--- src/rtl/hazard_pkg.sv ---
// Shared encodings for the pipeline hazard controller: FSM states and
// EX-stage operand forwarding selects.
package hazard_pkg;

    // Memory-wait sequencer states
    localparam logic [1:0] RUN   = 2'b00;
    localparam logic [1:0] WAIT  = 2'b01;
    localparam logic [1:0] ERROR = 2'b10;

    // ALU operand source selects
    localparam logic [1:0] FWD_RF  = 2'b00;
    localparam logic [1:0] FWD_WB  = 2'b01;
    localparam logic [1:0] FWD_MEM = 2'b10;

endpackage

--- src/rtl/hazard_unit_if.sv ---
// Bundle between the datapath and the hazard controller. The datapath
// (master) supplies register indices and stage status; the hazard unit
// (slave) returns enables, flushes, forwarding selects and statistics.
interface hazard_unit_if #(
    parameter int CNT_W = 16
);
    logic [4:0]       Rs1D;
    logic [4:0]       Rs2D;
    logic [4:0]       Rs1E;
    logic [4:0]       Rs2E;
    logic [4:0]       RdE;
    logic             ResultSrcE0;
    logic             PCSrcE;
    logic             RegWriteM;
    logic [4:0]       RdM;
    logic             RegWriteW;
    logic [4:0]       RdW;
    logic             MemBusyM;

    logic             EN1;
    logic             EN2;
    logic             EN3;
    logic             FlushD;
    logic             FlushE;
    logic [1:0]       ForwardAE;
    logic [1:0]       ForwardBE;
    logic             Timeout;
    logic [1:0]       State;
    logic [CNT_W-1:0] StallCycles;
    logic [CNT_W-1:0] FlushCount;

    modport master (
        output Rs1D, Rs2D, Rs1E, Rs2E, RdE, ResultSrcE0, PCSrcE,
               RegWriteM, RdM, RegWriteW, RdW, MemBusyM,
        input  EN1, EN2, EN3, FlushD, FlushE, ForwardAE, ForwardBE,
               Timeout, State, StallCycles, FlushCount
    );

    modport slave (
        input  Rs1D, Rs2D, Rs1E, Rs2E, RdE, ResultSrcE0, PCSrcE,
               RegWriteM, RdM, RegWriteW, RdW, MemBusyM,
        output EN1, EN2, EN3, FlushD, FlushE, ForwardAE, ForwardBE,
               Timeout, State, StallCycles, FlushCount
    );

endinterface

--- src/rtl/forwarding_unit.sv ---
// Single-operand forwarding select: the Memory stage result is the most
// recent value, so it wins over Writeback. Register x0 is never forwarded.
module forwarding_unit
    import hazard_pkg::*;
(
    input  logic [4:0] Rs,
    input  logic [4:0] RdM,
    input  logic       RegWriteM,
    input  logic [4:0] RdW,
    input  logic       RegWriteW,
    output logic [1:0] Forward
);

    // Priority compare M over W over register file
    always_comb begin
        Forward = FWD_RF;
        if (RegWriteM && (RdM != 5'd0) && (RdM == Rs)) begin
            Forward = FWD_MEM;
        end else if (RegWriteW && (RdW != 5'd0) && (RdW == Rs)) begin
            Forward = FWD_WB;
        end else begin
            Forward = FWD_RF;
        end
    end

endmodule

--- src/rtl/hazard_unit.sv ---
// Pipeline hazard controller for the 5-stage RV32 core: load-use stall,
// branch redirect flush, data-memory wait freeze with timeout watchdog,
// EX-stage forwarding and saturating stall/flush statistics.
// All control outputs are Mealy (current inputs + state) and are forced
// inactive while rst is low.
module hazard_unit
    import hazard_pkg::*;
#(
    parameter int TIMEOUT = 16,   // consecutive busy cycles to ERROR, >= 2
    parameter int CNT_W   = 16
) (
    input logic          clk,
    input logic          rst,
    hazard_unit_if.slave hz
);

    localparam int               WC_W    = $clog2(TIMEOUT);
    localparam logic [WC_W-1:0]  WC_ONE  = WC_W'(1);
    localparam logic [WC_W-1:0]  WC_LAST = WC_W'(TIMEOUT - 1);
    localparam logic [CNT_W-1:0] CNT_ONE = CNT_W'(1);
    localparam logic [CNT_W-1:0] CNT_MAX = {CNT_W{1'b1}};

    logic [1:0]       stateR;
    logic [WC_W-1:0]  waitCntR;
    logic [CNT_W-1:0] stallCntR;
    logic [CNT_W-1:0] flushCntR;

    logic             lwStallS;
    logic             freezeS;
    logic             stallIncS;
    logic [1:0]       fwdAS;
    logic [1:0]       fwdBS;
    logic             en1S;
    logic             en2S;
    logic             en3S;
    logic             flushDS;
    logic             flushES;
    logic [1:0]       fwdAOutS;
    logic [1:0]       fwdBOutS;

    forwarding_unit uFwdA (
        .Rs        (hz.Rs1E),
        .RdM       (hz.RdM),
        .RegWriteM (hz.RegWriteM),
        .RdW       (hz.RdW),
        .RegWriteW (hz.RegWriteW),
        .Forward   (fwdAS)
    );

    forwarding_unit uFwdB (
        .Rs        (hz.Rs2E),
        .RdM       (hz.RdM),
        .RegWriteM (hz.RegWriteM),
        .RdW       (hz.RdW),
        .RegWriteW (hz.RegWriteW),
        .Forward   (fwdBS)
    );

    // Hazard detection: load in EX feeding an instruction in D, and the
    // conditions that freeze the whole pipe (memory busy or watchdog trip)
    always_comb begin
        lwStallS  = hz.ResultSrcE0 && (hz.RdE != 5'd0) &&
                    ((hz.RdE == hz.Rs1D) || (hz.RdE == hz.Rs2D));
        // Any state other than RUN/WAIT (including the unused encoding)
        // is treated as a frozen pipe
        freezeS   = hz.MemBusyM || ((stateR != RUN) && (stateR != WAIT));
        stallIncS = (lwStallS && !hz.PCSrcE) || hz.MemBusyM || (stateR == ERROR);
    end

    // Enable/flush/forward outputs; freeze overrides redirect and stall,
    // redirect overrides the load-use stall, reset silences everything
    always_comb begin
        en1S     = 1'b0;
        en2S     = 1'b0;
        en3S     = 1'b0;
        flushDS  = 1'b0;
        flushES  = 1'b0;
        fwdAOutS = FWD_RF;
        fwdBOutS = FWD_RF;
        if (!rst) begin
            en1S     = 1'b0;
            en2S     = 1'b0;
            en3S     = 1'b0;
            flushDS  = 1'b0;
            flushES  = 1'b0;
            fwdAOutS = FWD_RF;
            fwdBOutS = FWD_RF;
        end else if (freezeS) begin
            fwdAOutS = fwdAS;
            fwdBOutS = fwdBS;
        end else begin
            en1S     = !lwStallS || hz.PCSrcE;
            en2S     = !lwStallS || hz.PCSrcE;
            en3S     = 1'b1;
            flushDS  = hz.PCSrcE;
            flushES  = lwStallS || hz.PCSrcE;
            fwdAOutS = fwdAS;
            fwdBOutS = fwdBS;
        end
    end

    // Memory-wait sequencer with timeout watchdog; ERROR holds until reset
    always_ff @(posedge clk or negedge rst) begin
        if (!rst) begin
            stateR   <= RUN;
            waitCntR <= '0;
        end else begin
            case (stateR)
                RUN: begin
                    if (hz.MemBusyM) begin
                        stateR   <= WAIT;
                        waitCntR <= WC_ONE;
                    end else begin
                        stateR   <= RUN;
                        waitCntR <= '0;
                    end
                end
                WAIT: begin
                    if (!hz.MemBusyM) begin
                        stateR   <= RUN;
                        waitCntR <= '0;
                    end else if (waitCntR == WC_LAST) begin
                        stateR   <= ERROR;
                    end else begin
                        waitCntR <= waitCntR + WC_ONE;
                    end
                end
                ERROR: begin
                    stateR <= ERROR;
                end
                default: begin
                    // Unused encoding: fail safe into the trapped state
                    stateR <= ERROR;
                end
            endcase
        end
    end

    // Saturating statistics counters
    always_ff @(posedge clk or negedge rst) begin
        if (!rst) begin
            stallCntR <= '0;
            flushCntR <= '0;
        end else begin
            if (stallIncS && (stallCntR != CNT_MAX)) begin
                stallCntR <= stallCntR + CNT_ONE;
            end
            if (flushDS && (flushCntR != CNT_MAX)) begin
                flushCntR <= flushCntR + CNT_ONE;
            end
        end
    end

    assign hz.EN1         = en1S;
    assign hz.EN2         = en2S;
    assign hz.EN3         = en3S;
    assign hz.FlushD      = flushDS;
    assign hz.FlushE      = flushES;
    assign hz.ForwardAE   = fwdAOutS;
    assign hz.ForwardBE   = fwdBOutS;
    assign hz.Timeout     = (stateR == ERROR);
    assign hz.State       = stateR;
    assign hz.StallCycles = stallCntR;
    assign hz.FlushCount  = flushCntR;

endmodule
--- src/flat_wrapper.sv ---
// flat-port wrapper written by rule: the top's interface ports become plain ports
module hazard_unit_flat import hazard_pkg::*;
#(
    parameter int TIMEOUT = 16,                                            
    parameter int CNT_W   = 16
)
  (clk, rst, hz_Rs1D, hz_Rs2D, hz_Rs1E, hz_Rs2E, hz_RdE, hz_ResultSrcE0, hz_PCSrcE, hz_RegWriteM, hz_RdM, hz_RegWriteW, hz_RdW, hz_MemBusyM, hz_EN1, hz_EN2, hz_EN3, hz_FlushD, hz_FlushE, hz_ForwardAE, hz_ForwardBE, hz_Timeout, hz_State, hz_StallCycles, hz_FlushCount);
  hazard_unit_if #(.CNT_W(CNT_W)) hz_i ();
  input logic clk;
  input logic rst;
  input wire logic [$bits(hz_i.Rs1D)-1:0] hz_Rs1D;
  input wire logic [$bits(hz_i.Rs2D)-1:0] hz_Rs2D;
  input wire logic [$bits(hz_i.Rs1E)-1:0] hz_Rs1E;
  input wire logic [$bits(hz_i.Rs2E)-1:0] hz_Rs2E;
  input wire logic [$bits(hz_i.RdE)-1:0] hz_RdE;
  input wire logic [$bits(hz_i.ResultSrcE0)-1:0] hz_ResultSrcE0;
  input wire logic [$bits(hz_i.PCSrcE)-1:0] hz_PCSrcE;
  input wire logic [$bits(hz_i.RegWriteM)-1:0] hz_RegWriteM;
  input wire logic [$bits(hz_i.RdM)-1:0] hz_RdM;
  input wire logic [$bits(hz_i.RegWriteW)-1:0] hz_RegWriteW;
  input wire logic [$bits(hz_i.RdW)-1:0] hz_RdW;
  input wire logic [$bits(hz_i.MemBusyM)-1:0] hz_MemBusyM;
  output wire logic [$bits(hz_i.EN1)-1:0] hz_EN1;
  output wire logic [$bits(hz_i.EN2)-1:0] hz_EN2;
  output wire logic [$bits(hz_i.EN3)-1:0] hz_EN3;
  output wire logic [$bits(hz_i.FlushD)-1:0] hz_FlushD;
  output wire logic [$bits(hz_i.FlushE)-1:0] hz_FlushE;
  output wire logic [$bits(hz_i.ForwardAE)-1:0] hz_ForwardAE;
  output wire logic [$bits(hz_i.ForwardBE)-1:0] hz_ForwardBE;
  output wire logic [$bits(hz_i.Timeout)-1:0] hz_Timeout;
  output wire logic [$bits(hz_i.State)-1:0] hz_State;
  output wire logic [$bits(hz_i.StallCycles)-1:0] hz_StallCycles;
  output wire logic [$bits(hz_i.FlushCount)-1:0] hz_FlushCount;
  assign hz_i.Rs1D = hz_Rs1D;
  assign hz_i.Rs2D = hz_Rs2D;
  assign hz_i.Rs1E = hz_Rs1E;
  assign hz_i.Rs2E = hz_Rs2E;
  assign hz_i.RdE = hz_RdE;
  assign hz_i.ResultSrcE0 = hz_ResultSrcE0;
  assign hz_i.PCSrcE = hz_PCSrcE;
  assign hz_i.RegWriteM = hz_RegWriteM;
  assign hz_i.RdM = hz_RdM;
  assign hz_i.RegWriteW = hz_RegWriteW;
  assign hz_i.RdW = hz_RdW;
  assign hz_i.MemBusyM = hz_MemBusyM;
  assign hz_EN1 = hz_i.EN1;
  assign hz_EN2 = hz_i.EN2;
  assign hz_EN3 = hz_i.EN3;
  assign hz_FlushD = hz_i.FlushD;
  assign hz_FlushE = hz_i.FlushE;
  assign hz_ForwardAE = hz_i.ForwardAE;
  assign hz_ForwardBE = hz_i.ForwardBE;
  assign hz_Timeout = hz_i.Timeout;
  assign hz_State = hz_i.State;
  assign hz_StallCycles = hz_i.StallCycles;
  assign hz_FlushCount = hz_i.FlushCount;
  hazard_unit #(.TIMEOUT(TIMEOUT), .CNT_W(CNT_W)) u_core (.clk(clk), .rst(rst), .hz(hz_i));
endmodule
--- config.mk ---
export PLATFORM = sky130hd
export DESIGN_NAME = hazard_unit_flat
export DESIGN_NICKNAME = d
export VERILOG_FILES = /design/src/rtl/hazard_pkg.sv /design/src/rtl/hazard_unit_if.sv /design/src/rtl/forwarding_unit.sv /design/src/rtl/hazard_unit.sv /design/src/flat_wrapper.sv
export SDC_FILE = /design/constraint.sdc
export NUM_CORES = 1
export LEC_CHECK = 0
export CAP_MARGIN = 30
export CORE_ASPECT_RATIO = 1.4
export CORE_MARGIN = 2
export CORE_UTILIZATION = 44
export CTS_BUF_LIST = sky130_fd_sc_hd__clkbuf_8 sky130_fd_sc_hd__clkbuf_16
export DETAILED_ROUTE_END_ITERATION = 10
export PLACE_DENSITY = 0.81
export SYNTH_ARGS = -nofsm -noshare
export SYNTH_HDL_FRONTEND = slang
export SYNTH_SLANG_ARGS = --single-unit
--- constraint.sdc ---
create_clock -name clk -period 2.3 [get_ports clk]
set_input_delay 0.46 -clock clk [delete_from_list [all_inputs] [get_ports clk]]
set_output_delay 0.46 -clock clk [all_outputs]
set_load 0.05 [all_outputs]
# --- Word-level counts from Yosys, hierarchy flattened ---
# Cells that the tools add are included.
totals:
  inputBits: 42
  regBits: 38
  word_cells: 70
  out_inout_bits: 44
op_classes:
  reduce_logical: 27
  add_sub_neg: 3
  n_eq_ne: 14
  n_mux: 22
ops:
  columns: ["op", "n"]
  rows:
  - ["$add 16x1->16 const B", 2]
  - ["$ne 16x16->1 const B", 2]
  - ["$eq 5x5->1", 6]
  - ["$reduce_bool 5->1", 3]
  - ["$logic_and 1x1->1", 12]
  - ["$mux 1", 12]
  - ["$mux 2", 6]
  - ["$mux 4", 2]
  - ["$pmux 4 s2", 1]
  - ["$logic_or 1x1->1", 6]
  - ["$add 4x1->4 const B", 1]
  - ["$eq 4x4->1 const B", 1]
  - ["$pmux 2 s2", 1]
  - ["$reduce_bool 2->1", 2]
  - ["$ne 3x2->1 const B", 1]
  - ["$ne 3x3->1 const B", 1]
  - ["$eq 2x1->1 const B", 1]
  - ["$eq 2x2->1 const B", 1]
  - ["$logic_not 1->1", 2]
  - ["$logic_not 2->1", 1]
  - ["$ne 2x1->1 const B", 1]
  - ["$reduce_and 2->1", 1]

# --- Longest topological paths before layout ---
# Gate-level depths: netlist of run 1.
logic_depth:
  ltp_word: 7
  ltp_mapped: 7
  ltp_nobuf: 6

# --- By module ---
# Synthesis of run 1 repeated with hierarchy kept, for this count alone.
hier_totals:
  hier_cells: 240
  area_unflattened_um2: 2406.1
modules_own_cells:
  columns: ["module", "cells_per_inst", "seq_area_each_um2", "n_inst", "area_per_inst_um2"]
  rows:
  - ["hazard_unit", 200, 950.9, 1, 2103.3]
  - ["forwarding_unit", 20, 0.0, 2, 151.4]

# --- Least setup slack after synthesis of run 1 ---
# Ideal clock, no wire load.
synth_path:
  path_kind: "input to output"
  start: "input port hz_RdM[0]"
  end: "output port hz_ForwardAE[0]"
  n_path_buf: 0
  stages: 4
  t_arrival_ns: 2.811
  required_ns: 1.840
  setup_slack_ns: -0.971
  cell_sequence: "or4_1 o21ai_0 nor4_1 nor4_1"
synth_via:
  elab_chain_cells: 5
  word_cells_on_any_way: 6
synth_lines:
  columns: ["item", "line", "rtl"]
  rows:
  - ["start: declaration", "flat_wrapper.sv:19", "input wire logic [$bits(hz_i.RdM)-1:0] hz_RdM;"]
  - ["$reduce_bool 5->1", "forwarding_unit.sv:17", "if (RegWriteM && (RdM != 5'd0) && (RdM == Rs)) begin"]
  - ["$logic_and 1x1->1", "forwarding_unit.sv:17", null]
  - ["$logic_and 1x1->1 (*)", "forwarding_unit.sv:17", null]
  - ["$mux 2 (*)", "forwarding_unit.sv:17", null]
  - ["$mux 2 (*)", "hazard_unit.sv:80", "if (!rst) begin"]
  - ["end: declaration", "flat_wrapper.sv:28", "output wire logic [$bits(hz_i.ForwardAE)-1:0] hz_ForwardAE;"]
# Mark *: on every way between the ends. The rest lies on a longest branch, timed or not.

# --- Worst setup path in the final report of run 1 ---
layout_path:
  start: "input port hz_RdM[3]"
  end: "output port hz_ForwardBE[0]"
layout_via:
  elab_chain_cells: 5
  word_cells_on_any_way: 6
layout_lines:
  columns: ["item", "line", "rtl"]
  rows:
  - ["$reduce_bool 5->1", "forwarding_unit.sv:17", null]
  - ["$logic_and 1x1->1", "forwarding_unit.sv:17", null]
  - ["$logic_and 1x1->1 (*)", "forwarding_unit.sv:17", null]
  - ["$mux 2 (*)", "forwarding_unit.sv:17", null]
  - ["$mux 2 (*)", "hazard_unit.sv:80", null]
  - ["end: declaration", "flat_wrapper.sv:29", "output wire logic [$bits(hz_i.ForwardBE)-1:0] hz_ForwardBE;"]
# Marks and branches as above.

==> results_dict.tcl, run 1 <==
set metrics [dict create \
    status "finished, violations left" \
    violations "negative setup slack" \
    track_usage 0.219 \
    avgRoutedWirePerCell_um 14.6 \
    numPlacedInstances 392 \
    ff2ff_path_depth 5 \
    final_max_slew_viol_count 0 \
    multiInputGateArea_um2 1410 \
    synth_cells 222 \
    worstPathArrival_ps 1900 \
    cp_max_fo 2 \
    grt_pass1_vias 2199 \
    row_count 30 \
    layoutNonFillerInstCount 404 \
    critical-path-top-delay-family "simple AND/OR/NAND/NOR gates" \
    p_leak_uw 0.00162 \
    die-area_um2 5760 \
    nFillCells 363 \
    synth_cell_type_count 42 \
    synth_top_family_by_area "simple AND/OR/NAND/NOR gates" \
    clk_pin_slew_ps 80 \
    cts_tree "done" \
    grt_overflow 0 \
    setup_ws_ps -55.5 \
    drt_iter0_drc 59 \
    skew_ps 8.73 \
    cap_violations 0 \
    cp_common_cell "nor4_4" \
    rrSetupSlack_ps 410 \
    initial_core_util 0.462 \
    coreArea_um2 4920 \
    cp_slowest_cell "or4_4" \
    synthesis.area_um2 2270 \
    via_per_inst 5.18 \
    synth_edf_count 0 \
    avgSynthCellArea_um2 10.2 \
    clock.fmax_mhz 425 \
    h-tree-depth 2 \
    drc 0 \
    fin_total_pwr_uw 1320 \
    crit_required_ps 1840 \
    ant_nets 0 \
    vias 2093 \
    grt_pass1_wl_mm 9.69 \
    holdBufCountCts 0 \
    yosys_warnings 0 \
    die_h_um 89.0 \
    hold_viol 0 \
    seq_area_um2 952 \
    synth-simple-area-share 0.245 \
    clockRootBuffer "clkbuf_8" \
    slew_headroom 0.651 \
    antenna_found_initial 0 \
    gp_congestion 0.802 \
    grt_max_degree 31 \
    die_w_um 64.7 \
    synthAdderAreaFrac 0.0165 \
    synth_seq_cells 38 \
    hp-class "input port to async pin" \
    crit_path_start_kind "input port" \
    synth-compound-area-share 0.0611 \
    clk_path_buf_depth 2 \
    totalWireLength_mm 5.89 \
    fin_nets 384 \
    io_pins 86 \
    drive_gt1_frac 0.265 \
    layout_min_cycle_time_ps 2360 \
    cts_buffers 5 \
    synthFlopType "dfrtp_1" \
    synth-xor-area-share 0.227 \
    synth_seq_area_share 0.419 \
    r2r-end "u_core.hz.FlushCount[1]" \
    antenna_cells 0 \
    r2r-start "u_core.hz.FlushCount[3]" \
    path_buf_inv 2 \
    setup_viol 2 \
    crit_chain "buf_6 > or4_4 > o21ai_4 > nor4_4 > nor4_4 > buf_12" \
    dpl.hpwl_mm 4.48 \
    synthMuxAreaShare 0.00991 \
    crit_type "input port to output pin" \
    powerDensity_nw_per_um2 359 \
    final_util 0.746 \
    final_cell_area_um2 3670 \
    clk_latency_ps 290 \
    port_buffers 85 \
    cts.sinks 38 \
    worst_slew_pin_slew_ps 522 \
    syn_to_final_growth_pct 61.4 \
    first_pass_iters 4 \
    worst_path_largest_cell_delay_ps 540 \
    rsz0062_at_grt "true" \
    cp-end-kind "output pin" \
    synthArstFlopShare 1.00 \
    peakVddDrop_v 0.000303 \
    syn_nets 267 \
    dpl-instance-area_um2 3470 \
    period_share 1.02 \
]
==> kinds of logic (layout without fill, tap and decap cells) <==
kind of cell,count (synthesis),after routing
DFF,38,38
xor gates and xnor gates,59,59
AOI/OAI and AO/OA,17,17
adders and majority gates,3,3
and+or+nand+nor,95,95
muxes,2,2
buffers and inverters,8,126
==> sequential cells by signal (all words and copies together), names as in the netlist <==
| register | count |
|---|---|
| u_core.hz.FlushCount | 16 |
| u_core.hz.StallCycles | 16 |
| u_core.waitCntR | 4 |
| u_core.hz.State | 2 |
==> worst max-delay path by stage <==
stage	startpoint	depth (start not counted)	slack [ps]	endpoint
global route	hz_RdM[3]	6	-110	hz_ForwardBE[0]
detailed placement	hz_RdM[0]	6	-490	hz_ForwardAE[0]
CTS	hz_RdM[3]	6	-40	hz_ForwardBE[0]
floorplan	hz_RdM[0]	4	-110	hz_ForwardAE[0]
global placement	hz_RdM[0]	6	-450	hz_ForwardAE[0]
finish	hz_RdM[3]	6	-60	hz_ForwardBE[0]
==> power by group <==
group / switching (uW) / internal [uW]
registers: 0 / 668
logic: 102 / 115
clock network: 225 / 206
==> cells in the mapped netlist (2+ instances only) <==
library cell,n,area (um2)
a21oi_1,4,20.0
a22o_1,2,17.5
and2_1,7,43.8
and3_1,6,37.5
and4_1,3,26.3
buf_6,2,22.5
dfrtp_1,38,951
ha_1,3,37.5
inv_1,4,15.0
mux2_1,2,22.5
nand2_1,19,71.3
nand3_1,14,70.1
nand4_1,8,50.1
nor2_1,14,52.6
nor3_1,3,15.0
nor3_2,2,20.0
nor4_1,4,25.0
o211ai_1,2,15.0
or4_1,5,37.5
xnor2_1,32,280
xor2_1,27,236
==> final cells by class <==
class	instances	area share
Multi-Input combinational cell	176	0.385
Inverter	4	0.00409
Tap cell	64	0.0218
Timing Repair Buffer	114	0.307
Sequential cell	38	0.260
Clock inverter	3	0.00375
Clock buffer	5	0.0188
==> cells in the final DEF, fill, tap and decap left out, types with 8 or more instances in the layout <==
master and count:
xnor2_1 31, nand4_1 8, buf_6 10, dlygate4sd2_1 13, buf_4 28, nand3_1 14
xor2_1 26, dfrtp_1 37, clkdlybuf4s50_1 41, nor2_1 13, nand2_1 19, buf_12 8
==> metal layers <==
layer / vias to the layer above / track usage / part of all wire
met3: 14 / 0.0504 / 0.051
met5: - / 0 / 0
li1: 1005 / - / -
met4: 0 / 0.101 / 0.029
met2: 82 / 0.396 / 0.53
met1: 992 / 0.244 / 0.38
==> stage by stage <==
| step | worst slack [ps] | hold slack, ps | TNS, ps |
|---|---|---|---|
| floorplan | -108 | 164 | -108 |
| global placement | -449 | 473 | -3900 |
| detailed placement | -493 | 476 | -4930 |
| CTS | -44.8 | 165 | -79.5 |
| global route | -114 | 159 | -295 |
| finish | -55.5 | 165 | -61.4 |
==> what timing repair did <==
action	4_1_cts	5_1_grt
setup buffers	3	1
endpoints found under the setup margin	7	7
gates resized for setup	81	21
gates cloned	0	0
pin swaps	19	6
No activity file was read; power rests on OpenSTA's default activity.
==> run 2, diff against run 1 <==
--- a/config.mk
+++ b/config.mk
@@ -5,13 +5,16 @@
 export SDC_FILE = /design/constraint.sdc
 export NUM_CORES = 1
 export LEC_CHECK = 0
+export ABC_CLOCK_PERIOD_IN_PS = 2300
 export CAP_MARGIN = 30
 export CORE_ASPECT_RATIO = 1.4
 export CORE_MARGIN = 2
 export CORE_UTILIZATION = 44
 export CTS_BUF_LIST = sky130_fd_sc_hd__clkbuf_8 sky130_fd_sc_hd__clkbuf_16
+export CTS_CLUSTER_DIAMETER = 50
 export DETAILED_ROUTE_END_ITERATION = 10
 export PLACE_DENSITY = 0.81
+export SKIP_CTS_REPAIR_TIMING = 1
 export SYNTH_ARGS = -nofsm -noshare
 export SYNTH_HDL_FRONTEND = slang
 export SYNTH_SLANG_ARGS = --single-unit
==> results_dict.tcl, run 2 (synthesis gave the netlist of run 1 again) <==
set metrics [dict create \
    cts_buffers 5 \
    die_h_um 89.0 \
    final_common_cell "clkdlybuf4s50_1" \
    drive_gt1_frac 0.231 \
    crit_path_start_kind "input port" \
    final_max_slew_viol_count 0 \
    skew_ps 5.47 \
    hp-class "input port to async pin" \
    rrSetupSlack_ps 410 \
    fin_nets 382 \
    fin_total_pwr_uw 1320 \
    drt_iter0_drc 71 \
    dpl.hpwl_mm 4.48 \
    clk_latency_ps 280 \
    setup_ws_ps -79.8 \
    drc 0 \
    clk_pin_slew_ps 70 \
    pre_cts_ws_ps -493 \
    cp_max_fo 2 \
    cap_violations 0 \
    p_leak_uw 0.00181 \
    antenna_cells 0 \
    die-area_um2 5760 \
    worstPathArrival_ps 1920 \
    crit_type "input port to output pin" \
    io_pins 86 \
    antenna_found_initial 0 \
    ant_nets 0 \
    vias 2112 \
    cts_tree "done" \
    cp_slowest_cell "or4_4" \
    die_w_um 64.7 \
    cp-end-kind "output pin" \
    worst_path_largest_cell_delay_ps 540 \
    avgRoutedWirePerCell_um 15.3 \
    worst_slew_pin_slew_ps 522 \
    clk_path_buf_depth 2 \
    period_share 1.03 \
    cts.sinks 38 \
    track_usage 0.208 \
    setup_viol 2 \
    r2r-end "u_core.hz.FlushCount[1]" \
    violations "negative setup slack" \
    grt_overflow 0 \
    slew_headroom 0.651 \
    clock.fmax_mhz 420 \
    rsz0062_at_grt "true" \
    powerDensity_nw_per_um2 353 \
    layout_common_cells "40 x clkdlybuf4s50_1, 37 x dfrtp_1, 32 x xnor2_1" \
    crit_end "hz_ForwardBE[0]" \
    layout_min_cycle_time_ps 2380 \
    port_buffers 85 \
    initial_core_util 0.462 \
    peakVddDrop_v 0.000304 \
    critPathLaunch "hz_RdM[3]" \
    hold_viol 0 \
    status "finished, violations left" \
    grt_max_degree 31 \
    coreArea_um2 4920 \
    cp_common_cell "nor4_4" \
    crit_required_ps 1840 \
    clockRootBuffer "clkbuf_8" \
    totalWireLength_mm 6.15 \
    grt_pass1_wl_mm 9.23 \
    ff2ff_path_depth 5 \
    gp_congestion 0.802 \
    syn_to_final_growth_pct 64.3 \
    crit_chain "buf_6 > or4_4 > o21ai_4 > nor4_4 > nor4_4 > buf_12" \
    first_pass_iters 4 \
    via_per_inst 5.25 \
    grt_pass1_vias 2133 \
    r2r-start "u_core.hz.FlushCount[3]" \
    h-tree-depth 2 \
    row_count 30 \
]
run 2: cell count changes in the layout (fill, tap and decap cells not counted), moves of 2 or more:
cell,change
dlymetal6s2s_1,+27
dlygate4sd2_1,-13
buf_6,-8
clkdlybuf4s15_1,-4
buf_2,-2
run 2: layer usage:
layer  track usage  part of all wire
met2         0.383              0.55
met1         0.229              0.38
met4        0.0909             0.020
met3        0.0428             0.052
met5             0                 0
run 2: layout make-up:
cell class | count | area (um2)
Clock buffer | 5 | 68.8
Clock inverter | 3 | 13.8
Fill cell | 341 | 1180
Inverter | 4 | 15.0
Multi-Input combinational cell | 176 | 1410
Sequential cell | 38 | 952
Tap cell | 64 | 80.1
Timing Repair Buffer | 112 | 1200
run 2: worst min path at each step:
| stage | from | endpoint | slack [ps] | cells past startpoint |
|---|---|---|---|---|
| 6_report | rst | u_core.hz.FlushCount[13] | 170 | 2 |
| 3_3_place_gp | rst | u_core.hz.FlushCount[14] | 470 | 2 |
| 5_1_grt | rst | u_core.hz.FlushCount[11] | 160 | 2 |
| 2_1_floorplan | rst | u_core.hz.FlushCount[0] | 160 | 0 |
| 3_5_place_dp | rst | u_core.hz.FlushCount[13] | 480 | 2 |
| 4_1_cts | rst | u_core.hz.FlushCount[13] | 170 | 2 |
run 2: worst max-delay path, delay by kind of cell:
kind / cells / cell delay, ps
compound gates: 1 / 230
simple gates: 3 / 960
buf+inv: 2 / 270
run 2: stage by stage:
stage / cells / area (um2) / hold slack, ps / setup TNS [ps] / util
final: 402 / 3730 / 167 / -153 / 0.759
after global placement: 392 / 3470 / 473 / -3900 / 0.705
after global routing: 402 / 3730 / 160 / -255 / 0.759
after CTS: 400 / 3550 / 165 / -2350 / 0.722
after floorplan: 222 / 2310 / 164 / -108 / -
after detailed placement: 392 / 3470 / 476 / -4930 / 0.705
run 2: power breakdown:
| group | switching, uW | internal (uW) | total [uW] |
|---|---|---|---|
| Sequential | 0 | 668 | 668 |
| Clock | 223 | 205 | 429 |
| Combinational | 104 | 115 | 220 |
| Total | 327 | 989 | 1320 |
==> run 3, diff against run 2 <==
--- a/config.mk
+++ b/config.mk
@@ -6,7 +6,7 @@
 export NUM_CORES = 1
 export LEC_CHECK = 0
 export ABC_CLOCK_PERIOD_IN_PS = 2300
-export CAP_MARGIN = 30
+export CAP_MARGIN = 15
 export CORE_ASPECT_RATIO = 1.4
 export CORE_MARGIN = 2
 export CORE_UTILIZATION = 44
==> results of run 3 <==
Same layout as run 2: the final DEF is identical, and so are final timing and power.
